<file path="config.mk">
export PLATFORM = sky130hd
export DESIGN_NAME = sync_fifo_flex
export DESIGN_NICKNAME = d
export VERILOG_FILES = /design/src/rtl/sync_fifo_pkg.sv /design/src/rtl/sync_fifo_mem.sv /design/src/rtl/sync_fifo_flex.sv
export SDC_FILE = /design/constraint.sdc
export NUM_CORES = 1
export LEC_CHECK = 0
export ABC_AREA = 1
export CORE_MARGIN = 2
export CORE_UTILIZATION = 50
export DETAILED_ROUTE_END_ITERATION = 10
export GPL_ROUTABILITY_DRIVEN = 0
export PLACE_DENSITY = 0.69
export SYNTH_ARGS = -nofsm -noshare
export SYNTH_HDL_FRONTEND = slang
export SYNTH_SLANG_ARGS = --single-unit
</file>
<file path="constraint.sdc">
create_clock -name clk -period 2.68 [get_ports clk]
set_clock_uncertainty 0.2 [all_clocks]
set_input_delay 0.402 -clock clk [delete_from_list [all_inputs] [get_ports clk]]
set_output_delay 0.402 -clock clk [all_outputs]
set_load 0.02 [all_outputs]
</file>
<file path="src/rtl/sync_fifo_pkg.sv">
// Shared constants and elaboration helpers for the sync_fifo_flex family.
package sync_fifo_pkg;

    localparam int DEF_WIDTH = 8;
    localparam int DEF_DEPTH = 16;

    function automatic int clog2(input int v);
        int r;
        r = 0;
        while ((1 << r) < v) r++;
        return r;
    endfunction

    // DEPTH must be a power of two >= 2; thresholds must fall inside the usable count range.
    function automatic bit fifo_params_ok(input int depth, input int afull_th, input int aempty_th);
        return (depth >= 2) && ((depth & (depth - 1)) == 0) &&
               (afull_th >= 1) && (afull_th <= depth) &&
               (aempty_th >= 0) && (aempty_th <= depth - 1);
    endfunction

endpackage

</file>
<file path="src/rtl/sync_fifo_mem.sv">
// DEPTH x WIDTH storage: one write port, one read port. The read port is registered
// by default and combinational when SYNC_FIFO_FWFT_EN is defined.
module sync_fifo_mem #(
    parameter int WIDTH = 8,
    parameter int DEPTH = 16,
    parameter int AW    = 4
) (
    input  logic             clk,
    input  logic             rst,
    input  logic             we,
    input  logic [AW-1:0]    waddr,
    input  logic [WIDTH-1:0] wdata,
    input  logic             re,
    input  logic [AW-1:0]    raddr,
    output logic [WIDTH-1:0] rdata
);

    logic [WIDTH-1:0] mem [DEPTH];

    // Storage is never reset; only the pointers define what is live.
    always_ff @(posedge clk) begin
        if (we) mem[waddr] <= wdata;
    end

`ifdef SYNC_FIFO_FWFT_EN
    logic unused_rd_ctrl;
    assign unused_rd_ctrl = rst ^ re;
    assign rdata = mem[raddr];
`else
    always_ff @(posedge clk or posedge rst) begin
        if (rst)     rdata <= '0;
        else if (re) rdata <= mem[raddr];
    end
`endif

endmodule

</file>
<file path="src/rtl/sync_fifo_flex.sv">
// Parametrised single-clock FIFO with count, almost flags, sticky error flags and flush.
// Define SYNC_FIFO_FWFT_EN for first-word-fall-through reads.
module sync_fifo_flex
    import sync_fifo_pkg::*;
#(
    parameter int WIDTH     = DEF_WIDTH,
    parameter int DEPTH     = DEF_DEPTH,
    parameter int AFULL_TH  = DEPTH - 2,
    parameter int AEMPTY_TH = 1
) (
    input  logic                   clk,
    input  logic                   rst,
    input  logic                   clr,
    input  logic                   winc,
    input  logic [WIDTH-1:0]       wdata,
    output logic                   wfull,
    output logic                   walmost_full,
    input  logic                   rinc,
    output logic [WIDTH-1:0]       rdata,
    output logic                   rvalid,
    output logic                   rempty,
    output logic                   ralmost_empty,
    output logic [clog2(DEPTH):0]  count,
    output logic                   overflow,
    output logic                   underflow
);

    localparam int AW = clog2(DEPTH);
    localparam logic [AW:0] FULL_C   = (AW+1)'(DEPTH);
    localparam logic [AW:0] AFULL_C  = (AW+1)'(AFULL_TH);
    localparam logic [AW:0] AEMPTY_C = (AW+1)'(AEMPTY_TH);

    if (!fifo_params_ok(DEPTH, AFULL_TH, AEMPTY_TH)) begin : g_bad_params
        $error("sync_fifo_flex: illegal DEPTH/AFULL_TH/AEMPTY_TH");
    end

    logic [AW:0] wptr, rptr;
    logic        wr_ok, rd_ok;

    // Flags decode registered state only, never the request inputs.
    assign wfull         = (count == FULL_C);
    assign rempty        = (count == '0);
    assign walmost_full  = (count >= AFULL_C);
    assign ralmost_empty = (count <= AEMPTY_C);

    assign wr_ok = winc && !wfull && !clr;
    assign rd_ok = rinc && !rempty && !clr;

    always_ff @(posedge clk or posedge rst) begin
        if (rst) begin
            wptr      <= '0;
            rptr      <= '0;
            count     <= '0;
            overflow  <= 1'b0;
            underflow <= 1'b0;
        end else if (clr) begin
            wptr      <= '0;
            rptr      <= '0;
            count     <= '0;
            overflow  <= 1'b0;
            underflow <= 1'b0;
        end else begin
            if (wr_ok) wptr <= wptr + 1'b1;
            if (rd_ok) rptr <= rptr + 1'b1;
            case ({wr_ok, rd_ok})
                2'b10:   count <= count + 1'b1;
                2'b01:   count <= count - 1'b1;
                default: count <= count;
            endcase
            if (winc && wfull)  overflow  <= 1'b1;
            if (rinc && rempty) underflow <= 1'b1;
        end
    end

`ifdef SYNC_FIFO_FWFT_EN
    assign rvalid = !rempty;
`else
    always_ff @(posedge clk or posedge rst) begin
        if (rst)      rvalid <= 1'b0;
        else if (clr) rvalid <= 1'b0;
        else          rvalid <= rd_ok;
    end
`endif

    sync_fifo_mem #(.WIDTH(WIDTH), .DEPTH(DEPTH), .AW(AW)) u_mem (
        .clk   (clk),
        .rst   (rst),
        .we    (wr_ok),
        .waddr (wptr[AW-1:0]),
        .wdata (wdata),
        .re    (rd_ok),
        .raddr (rptr[AW-1:0]),
        .rdata (rdata)
    );

endmodule

</file>
* After elaboration in Yosys (flattened, before gate mapping) *
Memories as Yosys holds them, arrays and structs flattened. A register that Yosys moved wholly into a read port is not among the register bits.
Index checks and enable logic that the tools add are counted.

word-level totals
  RAM bits = 128
  output and inout port bits = 20
  bits in read-only memories = 0
  word-level logic and storage cells = 44
  memories kept = 1
  bits of input ports = 13
  bits in latches = 0
  register bits after elaboration = 18

cells by class
  shift-type cells = 0
  bitwise gates (word level) = 0
  div/mod/pow operators = 0
  multiplexer cells = 13
  add/sub/neg operators = 4
  order comparisons = 2
  eq/ne operators = 3
  multiply operators = 0
  reductions and logical operators = 15

memory list
  memory     depth  bits a word  read ports  clocked after memory_dff  wr ports  RTL line             RTL
  u_mem.mem  16     8            1           1                         1         sync_fifo_mem.sv:18  logic [WIDTH-1:0] mem [DEPTH];

operators by type and width
  kind                                                                    number
  5-bit two-way mux                                                       5
  5-bit by 1-bit adder with 5-bit output (second input constant)          3
  5-bit one-hot mux with 2 select lines                                   1
  2-bit nonzero test                                                      4
  1-bit two-way mux                                                       7
  1-bit logical AND                                                       6
  5-bit == test (second input constant)                                   1
  5-bit by 4-bit >= comparator with 1-bit output (second input constant)  1
  5-bit by 1-bit <= comparator with 1-bit output (second input constant)  1
  5-bit zero test                                                         1
  5-bit by 1-bit subtractor with 5-bit output (second input constant)     1
  1-bit zero test                                                         3
  3-bit nonzero test                                                      1
  2-bit by 1-bit == test with 1-bit output (second input constant)        1
  2-bit == test (second input constant)                                   1

* Depth between registers and ports, before layout *
Gate-level depths: netlist of the first run.

  depth after elaboration = 7
  gate-level depth with buffers = 11

* Cells and area by module *
Synthesis of the first run repeated with hierarchy kept, for this count alone.

second synthesis, totals
  cell total of the unflattened synthesis = 606
  area, all modules = 6638.9 um^2

by module, submodules not included
  module          cells an instance  area each (um^2)  times used
  sync_fifo_mem   482                5595.4            1
  sync_fifo_flex  124                1043.5            1

* Worst setup path before layout of the first run *
Ideal clock, no wire load.

  path kind = reg2reg
  from = reg count[0]
  to = mem u_mem.mem[11][0] (enable)
  setup slack = 270 ps
  period minus slack after synthesis = 2410 ps
  arrival time = 1827 ps
  stages on the path, launching flop included = 6
  required time = 2097 ps
  cell sequence = dfrtp_1 inv_1 ha_1 nand3_4 nand3_2 nor3_1

between the ends
  cells in the longest elaborated chain, start to end = 6

ends and longest elaborated chain
  element                                  RTL line              RTL
  start: declaration                       sync_fifo_flex.sv:23  output logic [clog2(DEPTH):0] count,
  start signal: assignment                 sync_fifo_flex.sv:66  2'b10: count <= count + 1'b1;
  start signal: assignment                 sync_fifo_flex.sv:67  2'b01: count <= count - 1'b1;
  start signal: assignment                 sync_fifo_flex.sv:68  default: count <= count;
  5-bit == test                            sync_fifo_flex.sv:41  assign wfull = (count == FULL_C);
  1-bit zero test                          sync_fifo_flex.sv:46  assign wr_ok = winc && !wfull && !clr;
  1-bit logical AND (2 in a row)           sync_fifo_flex.sv:46
  1-bit two-way mux                        sync_fifo_mem.sv:22   if (we) mem[waddr] <= wdata;
  1-bit two-way mux (not written as such)  sync_fifo_mem.sv:22
  end: declaration                         sync_fifo_mem.sv:18

No other way between the ends.

* Final worst setup path of the first run *
  from = reg count[0]
  to = out rempty

between the ends
  cells in the longest elaborated chain, start to end = 1

ends and longest elaborated chain
  element           RTL line              RTL
  5-bit zero test   sync_fifo_flex.sv:42  assign rempty = (count == '0);
  end: declaration  sync_fifo_flex.sv:21  output logic rempty,

No other way between the ends.

==> run metrics, run 1 <==
number of global-route vias before repair=4,564; type of the most critical hold path=in -> async; critical path required time=2080 ps; standard-cell row count=42; Tightest Pin Transition=777 ps; unrepaired setup endpoints after global routing=false; root buffer cell=sky130_fd_sc_hd__clkbuf_16; asr flop ratio synth=15.8%; commonest cells in the synthesized netlist=201 x sky130_fd_sc_hd__nand2_1, 128 x sky130_fd_sc_hd__edfxtp_1, 79 x sky130_fd_sc_hd__nor2_1; Post-Syn Area per Cell=10.6 µm²; Chip Height=119 µm; vias post-DR=4,554; count of pins on the block boundary=33; critical path endpoint category=primary output; max-cap violations=0; adder and majority gate portion of the synthesized area=1.89%; compound-cell area share of the yosys netlist=4.09%; core region area=13,100 µm²; total negative setup slack=0 ps; area share of the largest cell type after synthesis=58.1%; count of clock tree sinks=152; port buffer count=32; Slew HR=48.2%; total power=7.07 mW; Starting Density=50.6%; multiplexer share of the synthesized area=0%; number of nets in the layout=694; Seq cells post-synth=152; Post-route DRC=0; buffer levels on the longest clock path=2; dominant combinational cell family by area after synthesis=simple AND/OR/NAND/NOR gates; wire length of the first global-routing pass=23,600 µm; total nets after synthesis=648; startpoint kind of the worst setup timing path=flip-flop; total setup violations reported at the end of the flow=0; number of buffers added to fix hold violations after cts=0; core occupancy in the finished layout=59.4%; average via count per standard cell=5.30; number of warning messages in the yosys log=0; H-Tree Level Count=4; Design Area, Final=7770 µm²; Post-CTS Resized=3; most instantiated library cell after synthesis=sky130_fd_sc_hd__nand2_1; Post-CTS Setup Bufs=0; global routing usage summed across all routing layers=22.1%; initial antenna violation count=0; die outline area=14,200 µm²; CTS tree=yes; number of hold violations in the final report=0; post-synthesis simple-gate area fraction=22.5%; static leakage power=3.06 nW; type of the worst setup path=reg -> out; first-pass detailed-route iteration total=5; post-synthesis cell count=625; # placed instances=828; maximum fanout along the worst path=7; DR WL/cell=16.9 µm; worst hold slack across all endpoints=232 ps; Worst Path Arrival=1820 ps; Period Utilization, post-route=90.4%; register area share after synthesis=67.2%; number of enable-type register cells in the synthesized netlist=128; final antenna-violating net count=0; maximum number of pins on one net before global-route repair=67; layout overhead on the synthesized area=17.5%; antenna cells=0; Primary FF master, synth=sky130_fd_sc_hd__edfxtp_1; clock slew at the register clock pins of the worst setup and hold paths=60 ps; largest vdd supply drop=0.466 mV; non-filler instance count after layout=860; clock latency on the worst-skew pair=420 ps; wire length reported by the detailed router=14,500 µm; leading area contributor after synthesis=sky130_fd_sc_hd__edfxtp_1; area of the mapped netlist=6620 µm²; power per cell area=910 nW/µm²; number of pins with negative max-slew slack in the final report=0; leading post-synthesis cells by cell area=sky130_fd_sc_hd__edfxtp_1 58%, sky130_fd_sc_hd__nand2_1 11%, sky130_fd_sc_hd__dfrtp_1 9.1%; placed wire-length estimate=9500 µm; minimum period implied by the final worst setup slack=2420 ps; total placed instance area=7210 µm²; GR Overflow Total=0; Placement Setup Slack=372 ps; number of distinct library cells after synthesis=30; setup slack of the critical path after layout=257 ps; DIE WIDTH=119 µm; peak clock frequency supported by timing=413 MHz; fraction of layout cells with a size suffix above 1=9.80%; TritonCTS Buffers=17; xor/xnor share of the synthesized area=0.662%; drt initial violations=406; result of the run=finished clean
==> final timing paths <==
path,from,endpoint,slack [ps],cells after the start
worst min-delay path,rst,underflow$_DFFE_PP0P_,230,2
min in group clk,u_mem.rdata[2]$_DFFE_PP0P_,u_mem.rdata[2]$_DFFE_PP0P_,280,2
worst max register to register,count[0]$_DFFE_PP0P_,count[2]$_DFFE_PP0P_,540,9
max in group asynchronous,rst,u_mem.rdata[7]$_DFFE_PP0P_,1460,3
worst max-delay path,count[0]$_DFFE_PP0P_,rempty,260,5
worst min register to register,u_mem.rdata[2]$_DFFE_PP0P_,u_mem.rdata[2]$_DFFE_PP0P_,280,2
==> where the power goes <==
part / internal [mW] / total, mW / switching, mW
sequential: 2.70 / 2.82 / 0.123
combinational: 0.725 / 2.04 / 1.31
clock: 1.35 / 2.22 / 0.869
==> state kept, by name, summed over array words and instances, names as in the netlist <==
register     flops
overflow         1
u_mem.mem      128
u_mem.rdata      8
rvalid           1
rptr             4
underflow        1
wptr             4
count            5
==> cell usage in the layout (no fill, tap or decap) <==
master | Yosys | routed
sky130_fd_sc_hd__clkbuf_8 | 0 | 1
sky130_fd_sc_hd__ha_1 | 10 | 9
sky130_fd_sc_hd__clkinv_1 | 3 | 3
sky130_fd_sc_hd__bufinv_16 | 0 | 1
sky130_fd_sc_hd__nor2_4 | 1 | 1
sky130_fd_sc_hd__dfrtp_1 | 24 | 22
sky130_fd_sc_hd__clkinv_4 | 0 | 1
sky130_fd_sc_hd__dfrtp_2 | 0 | 2
sky130_fd_sc_hd__inv_2 | 2 | 2
sky130_fd_sc_hd__o21ai_1 | 6 | 6
sky130_fd_sc_hd__clkbuf_16 | 0 | 18
sky130_fd_sc_hd__nand2_2 | 1 | 1
sky130_fd_sc_hd__dlygate4sd2_1 | 0 | 2
sky130_fd_sc_hd__a21oi_1 | 5 | 5
sky130_fd_sc_hd__o21ai_0 | 38 | 38
sky130_fd_sc_hd__nand3_1 | 55 | 55
sky130_fd_sc_hd__buf_12 | 0 | 2
sky130_fd_sc_hd__a21oi_2 | 1 | 1
sky130_fd_sc_hd__nand2_4 | 1 | 1
sky130_fd_sc_hd__dlymetal6s2s_1 | 0 | 2
sky130_fd_sc_hd__nor2_1 | 79 | 79
sky130_fd_sc_hd__clkdlybuf4s50_1 | 0 | 28
sky130_fd_sc_hd__clkbuf_1 | 8 | 5
sky130_fd_sc_hd__a21oi_4 | 1 | 1
sky130_fd_sc_hd__edfxtp_1 | 128 | 128
sky130_fd_sc_hd__nand3_2 | 1 | 1
sky130_fd_sc_hd__ha_2 | 0 | 1
sky130_fd_sc_hd__nor3_1 | 10 | 10
sky130_fd_sc_hd__nor2_8 | 1 | 1
sky130_fd_sc_hd__inv_1 | 19 | 19
sky130_fd_sc_hd__nand2_1 | 201 | 201
sky130_fd_sc_hd__xnor2_1 | 2 | 2
sky130_fd_sc_hd__xor2_1 | 3 | 3
sky130_fd_sc_hd__buf_4 | 1 | 22
sky130_fd_sc_hd__clkinvlp_4 | 0 | 1
sky130_fd_sc_hd__clkinv_2 | 1 | 6
sky130_fd_sc_hd__nand3_4 | 3 | 3
==> layer usage <==
metal / vias up / GRT usage, % / part of all wire [%]
met4: 0 / 10.5 / 3.3
met2: 128 / 34.3 / 47
met5: - / 0 / 0
li1: 2191 / - / -
met1: 2201 / 29.3 / 45
met3: 34 / 5.56 / 5.0
==> logic make-up after synthesis <==
group | after synthesis
AO/OA/AOI/OAI | 51
XOR/XNOR | 5
flip-flops | 152
AND/OR/NAND/NOR | 353
adder cells (fa/ha/maj) | 10
buffers and inverters | 54
==> worst max-delay path: stages, from the launching register on <==
cell and delay (ps):
sky130_fd_sc_hd__dfrtp_1 440, sky130_fd_sc_hd__inv_1 180, sky130_fd_sc_hd__ha_2 260, sky130_fd_sc_hd__nand3_4 110, sky130_fd_sc_hd__inv_1 80, sky130_fd_sc_hd__dlygate4sd2_1 330
==> area by class of cell <==
class	count	area [µm²]
fill	1075	5310
clock inverter	8	71.3
clock buffer	24	483
sequential	152	4450
tap	176	220
timing repair buffer	56	528
inverter	25	95.1
multi-input combinational	419	1930
Power figures use the tool's default switching activity.
==> inputs of run 2 (changes only) <==
- CORE_MARGIN: 2 -> default
- MAX_ROUTING_LAYER: default -> met4
==> run 2 against run 1 <==
Compared with the run above:
- register-to-register slack worse by 50 ps
- sequential share of layout area decreased by 0.10 points
- sequential power barely moved
- worst setup slack improved by 3.2 ps
- clock power hardly changed
- die area fell by 3.3%
- sequential cell count is the same
- total power down 0.32%
- via count is 1.5% higher
- clock-buffer cell count down 2
- first-iteration DRC count increased by 6.7%
- largest cell class unchanged
- largest power group unchanged
==> run metrics, run 2 (synthesized netlist as in run 1, its figures left out) <==
result of the run=finished clean; root buffer cell=sky130_fd_sc_hd__clkbuf_16; switch share=32.4%; buffer levels on the longest clock path=2; Buf/Inv on CP=3; standard-cell row count=41; fraction of power consumed by the clock network=31.5%; type of the most critical hold path=in -> async; clock latency on the worst-skew pair=420 ps; DR WL/cell=17.0 µm; CTS tree=yes; filler cell count=998; Logic pwr share=28.6%; r2r startpoint=count[1]$_DFFE_PP0P_; most frequent CP cell=sky130_fd_sc_hd__inv_1; vias post-DR=4,621; drt initial violations=433; largest vdd supply drop=0.490 mV; count of pins on the block boundary=33; number of global-route vias before repair=4,472; Slew HR=50.2%; Placement Setup Slack=309 ps; Post-CTS Setup Bufs=0; total negative setup slack=0 ps; number of pins with negative max-slew slack in the final report=0; fraction of power consumed by sequential logic=39.9%; number of nets in the layout=699; layout overhead on the synthesized area=17.7%; Worst Path Arrival=1820 ps; logic depth of the worst register-to-register path=8; minimum period implied by the final worst setup slack=2420 ps; most flop-heavy register=u_mem.mem; number of hold violations in the final report=0; antenna cells=0; number of buffers added to fix hold violations after cts=0; # placed instances=829; count of clock tree sinks=152; most common cell after layout, fill and taps aside=sky130_fd_sc_hd__nand2_1; placed wire-length estimate=9530 µm; Post-route DRC=0; core region area=12,800 µm²; reg2reg setup slack=490 ps; most frequent cells in the layout=201 x sky130_fd_sc_hd__nand2_1, 128 x sky130_fd_sc_hd__edfxtp_1, 79 x sky130_fd_sc_hd__nor2_1; static leakage power=3.07 nW; worst flop-to-flop path endpoint=u_mem.mem[0][2]$_DFFE_PP_; Tightest Pin Transition=744 ps; port buffer count=32; unrepaired setup endpoints after global routing=false; final antenna-violating net count=0; TritonCTS Buffers=17; CP top delay family=buffers and inverters; Starting Density=51.8%; H-Tree Level Count=4; Chip Height=117 µm; first-pass detailed-route iteration total=5; total setup violations reported at the end of the flow=0; initial antenna violation count=0; critical path required time=2080 ps; average via count per standard cell=5.37; wire length of the first global-routing pass=23,300 µm; wire length reported by the detailed router=14,600 µm; startpoint kind of the worst setup timing path=flip-flop; number of flip-flops under the largest register name=128; non-filler instance count after layout=861; clock slew at the register clock pins of the worst setup and hold paths=60 ps; peak clock frequency supported by timing=413 MHz; max-cap violations=0; fraction of layout cells with a size suffix above 1=10.3%; critical path, cell by cell=inv_1, ha_2, nand3_4, inv_1, dlygate4sd2_1; DIE WIDTH=117 µm; type of the worst setup path=reg -> out; power per cell area=905 nW/µm²; die outline area=13,700 µm²; P_sw=2.28 mW; Period Utilization, post-route=90.3%; GR Overflow Total=0; maximum number of pins on one net before global-route repair=50; cell-internal power=4.77 mW; peak per-stage delay on the critical path=440 ps; critical path endpoint category=primary output; setup slack of the critical path after layout=261 ps; maximum fanout along the worst path=7; largest registers=u_mem.mem: 128 flops, u_mem.rdata: 8 flops, count: 5 flops; slowest library cell on the worst path=sky130_fd_sc_hd__dfrtp_1; global routing usage summed across all routing layers=24.6%
-- run 2: cell count changes in the layout (fill, tap and decap cells not counted) --
cell                         delta
sky130_fd_sc_hd__clkinvlp_4     +1
sky130_fd_sc_hd__clkbuf_8       -1
sky130_fd_sc_hd__buf_12         -1
sky130_fd_sc_hd__buf_4          +6
sky130_fd_sc_hd__clkbuf_16      -1
sky130_fd_sc_hd__clkinv_4       -1
sky130_fd_sc_hd__clkinv_1       +1
sky130_fd_sc_hd__bufinv_16      +1
-- run 2: per-stage QoR --
stage          power, mW  area, µm²  hold WS (ps)  utilization, %
6_report            7.05       7790           140            61.0
3_5_place_dp        4.88       7230           274            56.6
5_1_grt             7.42       7790           176            61.0
4_1_cts             7.07       7780           151            60.9
2_1_floorplan       4.23       6620           217               -
3_3_place_gp        4.84       7230           273            56.6
-- run 2: metal layers --
layer / share of wire [%] / global-route usage [%] / vias to the layer above
met1: 44 / 32.3 / 2214
met3: 6.5 / 5.41 / 24
li1: - / - / 2200
met2: 47 / 36.6 / 183
met5: 0 / - / -
met4: 3.0 / 11.6 / 0
-- run 2: tightest hold or removal path: stages --
cell,delay [ps]
sky130_fd_sc_hd__clkdlybuf4s50_1,390
sky130_fd_sc_hd__inv_1,60
sky130_fd_sc_hd__buf_4,300
-- run 2: worst max-delay path by stage --
stage	startpoint	slack, ps	endpoint	depth (start not counted)
2_1_floorplan	count[0]$_DFFE_PP0P_	270	u_mem.mem[11][0]$_DFFE_PP_	5
3_3_place_gp	clr	380	u_mem.mem[4][1]$_DFFE_PP_	7
3_5_place_dp	clr	310	u_mem.mem[0][6]$_DFFE_PP_	7
4_1_cts	count[2]$_DFFE_PP0P_	10	ralmost_empty	4
5_1_grt	count[0]$_DFFE_PP0P_	140	rempty	5
6_report	count[0]$_DFFE_PP0P_	260	rempty	5
-- run 2: power groups by stage --
| stage | Sequential [mW] | Combinational (mW) | Clock [mW] |
|---|---|---|---|
| 2_1_floorplan | 2.93 | 1.30 | 0 |
| 3_3_place_gp | 2.85 | 1.98 | 0 |
| 3_5_place_dp | 2.86 | 2.02 | 0 |
| 4_1_cts | 2.81 | 2.02 | 2.24 |
| 6_report | 2.81 | 2.02 | 2.22 |
| 5_1_grt | 2.83 | 2.26 | 2.34 |
-- run 2: cell type report --
type | count | area, µm² | share of cell area, %
multi-input combinational | 419 | 1930 | 24.8
timing repair buffer | 61 | 553 | 7.10
clock buffer | 22 | 444 | 5.70
tap | 172 | 215 | 2.76
sequential | 152 | 4450 | 57.1
inverter | 25 | 95.1 | 1.22
clock inverter | 10 | 104 | 1.33
-- run 2: what timing repair did --
action,CTS,global route
resized for setup,3,3
setup endpoints to repair,2,2
pin swaps,0,0
==> inputs of run 3 (changes only) <==
- CORE_UTILIZATION: 50 -> 30
- CTS_CLUSTER_SIZE: default -> 20
- PLACE_DENSITY: 0.69 -> 0.47
==> run 3 against run 2 <==
Compared with the run above:
- routed wire length rose by 9.2%
- worst setup slack worse by 24 ps
- final area rose by 2.7%
- highest routed layer unchanged
- critical path depth did not move
- register-to-register slack got worse by 40 ps
- sequential cell count unchanged
- combinational power about the same
- clock-buffer cell count is 3 lower
- utilization decreased by 23 points
==> run metrics, run 3 (synthesized netlist as in run 1, its figures left out) <==
result of the run=finished clean; Chip Height=150 µm; number of global-route vias before repair=4,488; r2r startpoint=count[0]$_DFFE_PP0P_; number of pins with negative max-slew slack in the final report=0; Post-route DRC=0; unrepaired setup endpoints after global routing=false; standard-cell row count=53; Tightest Pin Transition=762 ps; number of nets in the layout=698; initial antenna violation count=1; Logic pwr share=27.6%; clock slew at the register clock pins of the worst setup and hold paths=60 ps; core region area=21,300 µm²; type of the worst setup path=reg -> out; buffer levels on the longest clock path=2; vias post-DR=4,528; setup slack of the critical path after layout=237 ps; average via count per standard cell=4.70; DR WL/cell=16.6 µm; fraction of power consumed by the clock network=34.6%; total negative setup slack=0 ps; GR Overflow Total=0; reg2reg setup slack=450 ps; Post-CTS Resized=3; Buf/Inv on CP=3; count of pins on the block boundary=33; largest registers=u_mem.mem: 128 flops, u_mem.rdata: 8 flops, count: 5 flops; static leakage power=3.11 nW; Period Utilization, post-route=91.2%; Starting Density=31.1%; wire length of the first global-routing pass=25,000 µm; critical path, cell by cell=inv_1, ha_2, nand3_4, inv_1, dlygate4sd2_1; Placement Setup Slack=253 ps; core occupancy in the finished layout=37.6%; power per cell area=928 nW/µm²; fraction of power consumed by sequential logic=37.9%; number of buffers added to fix hold violations after cts=0; first-pass detailed-route iteration total=5; number of hold violations in the final report=0; H-Tree Level Count=4; max-cap violations=0; global routing usage summed across all routing layers=15.7%; peak per-stage delay on the critical path=450 ps; final antenna-violating net count=0; minimum period implied by the final worst setup slack=2440 ps; path length in cells of the critical path=5; root buffer cell=sky130_fd_sc_hd__clkbuf_16; switch share=31.9%; total setup violations reported at the end of the flow=0; most flop-heavy register=u_mem.mem; clock latency on the worst-skew pair=420 ps; fraction of layout cells with a size suffix above 1=10.5%; maximum number of pins on one net before global-route repair=67; CP top delay family=buffers and inverters; cell-internal power=5.05 mW; peak clock frequency supported by timing=409 MHz; number of flip-flops under the largest register name=128; filler cell count=2,058; type of the most critical hold path=in -> async; Post-CTS Setup Bufs=0; startpoint kind of the worst setup timing path=flip-flop; maximum fanout along the worst path=7; most common cell after layout, fill and taps aside=sky130_fd_sc_hd__nand2_1; largest vdd supply drop=0.480 mV; Slew HR=49.0%; placed wire-length estimate=10,700 µm; count of clock tree sinks=152; port buffer count=32; P_sw=2.37 mW; critical path required time=2080 ps; DIE WIDTH=150 µm; layout overhead on the synthesized area=20.9%; critical path endpoint category=primary output; logic depth of the worst register-to-register path=8; Worst Path Arrival=1840 ps; wire length reported by the detailed router=16,000 µm; TritonCTS Buffers=17; slowest library cell on the worst path=sky130_fd_sc_hd__dfrtp_1; CTS tree=yes; die outline area=22,600 µm²; worst flop-to-flop path endpoint=u_mem.mem[12][3]$_DFFE_PP_; most frequent CP cell=sky130_fd_sc_hd__inv_1; drt initial violations=270; most frequent cells in the layout=201 x sky130_fd_sc_hd__nand2_1, 128 x sky130_fd_sc_hd__edfxtp_1, 79 x sky130_fd_sc_hd__nor2_1
run 3: worst max path at each step:
| stage | endpoint | slack (ps) | startpoint |
|---|---|---|---|
| final | rempty | 240 | count[0]$_DFFE_PP0P_ |
| after global routing | rempty | 130 | count[0]$_DFFE_PP0P_ |
| after CTS | ralmost_empty | 6 | count[2]$_DFFE_PP0P_ |
| after floorplan | u_mem.mem[11][0]$_DFFE_PP_ | 270 | count[0]$_DFFE_PP0P_ |
| after detailed placement | u_mem.mem[12][6]$_DFFE_PP_ | 250 | clr |
| after global placement | u_mem.mem[12][0]$_DFFE_PP_ | 320 | clr |
run 3: layout make-up:
class                      count  area (µm²)  area share (%)
antenna                        1        2.50          0.0313
clock buffer                  19         433            5.41
clock inverter                13         201            2.52
inverter                      25        95.1            1.19
multi-input combinational    419        1930            24.1
sequential                   152        4450            55.6
tap                          275         344            4.30
timing repair buffer          60         546            6.82
run 3: metal layers:
layer | routed length [µm] | vias to the layer above | track usage, %
met2 | 7640 | 79 | 24.0
li1 | - | 2203 | -
met5 | 0 | - | -
met4 | 446 | 0 | 7.37
met3 | 545 | 28 | 3.21
met1 | 7350 | 2218 | 20.0
run 3: power groups by stage:
stage	clock network [mW]	registers [mW]	logic, mW
after floorplan	0	2.93	1.30
after global placement	0	2.85	2.05
after detailed placement	0	2.86	2.07
after CTS	2.62	2.81	2.08
after global routing	2.71	2.83	2.29
final	2.56	2.81	2.05
run 3: per-stage QoR:
stage	hold WS, ps	std cells	total power [mW]	instance area (µm²)
after global placement	272	931	4.90	7350
after CTS	160	963	7.51	7990
final	143	964	7.42	8000
after global routing	197	964	7.82	8000
after detailed placement	267	931	4.93	7350
after floorplan	217	625	4.23	6620
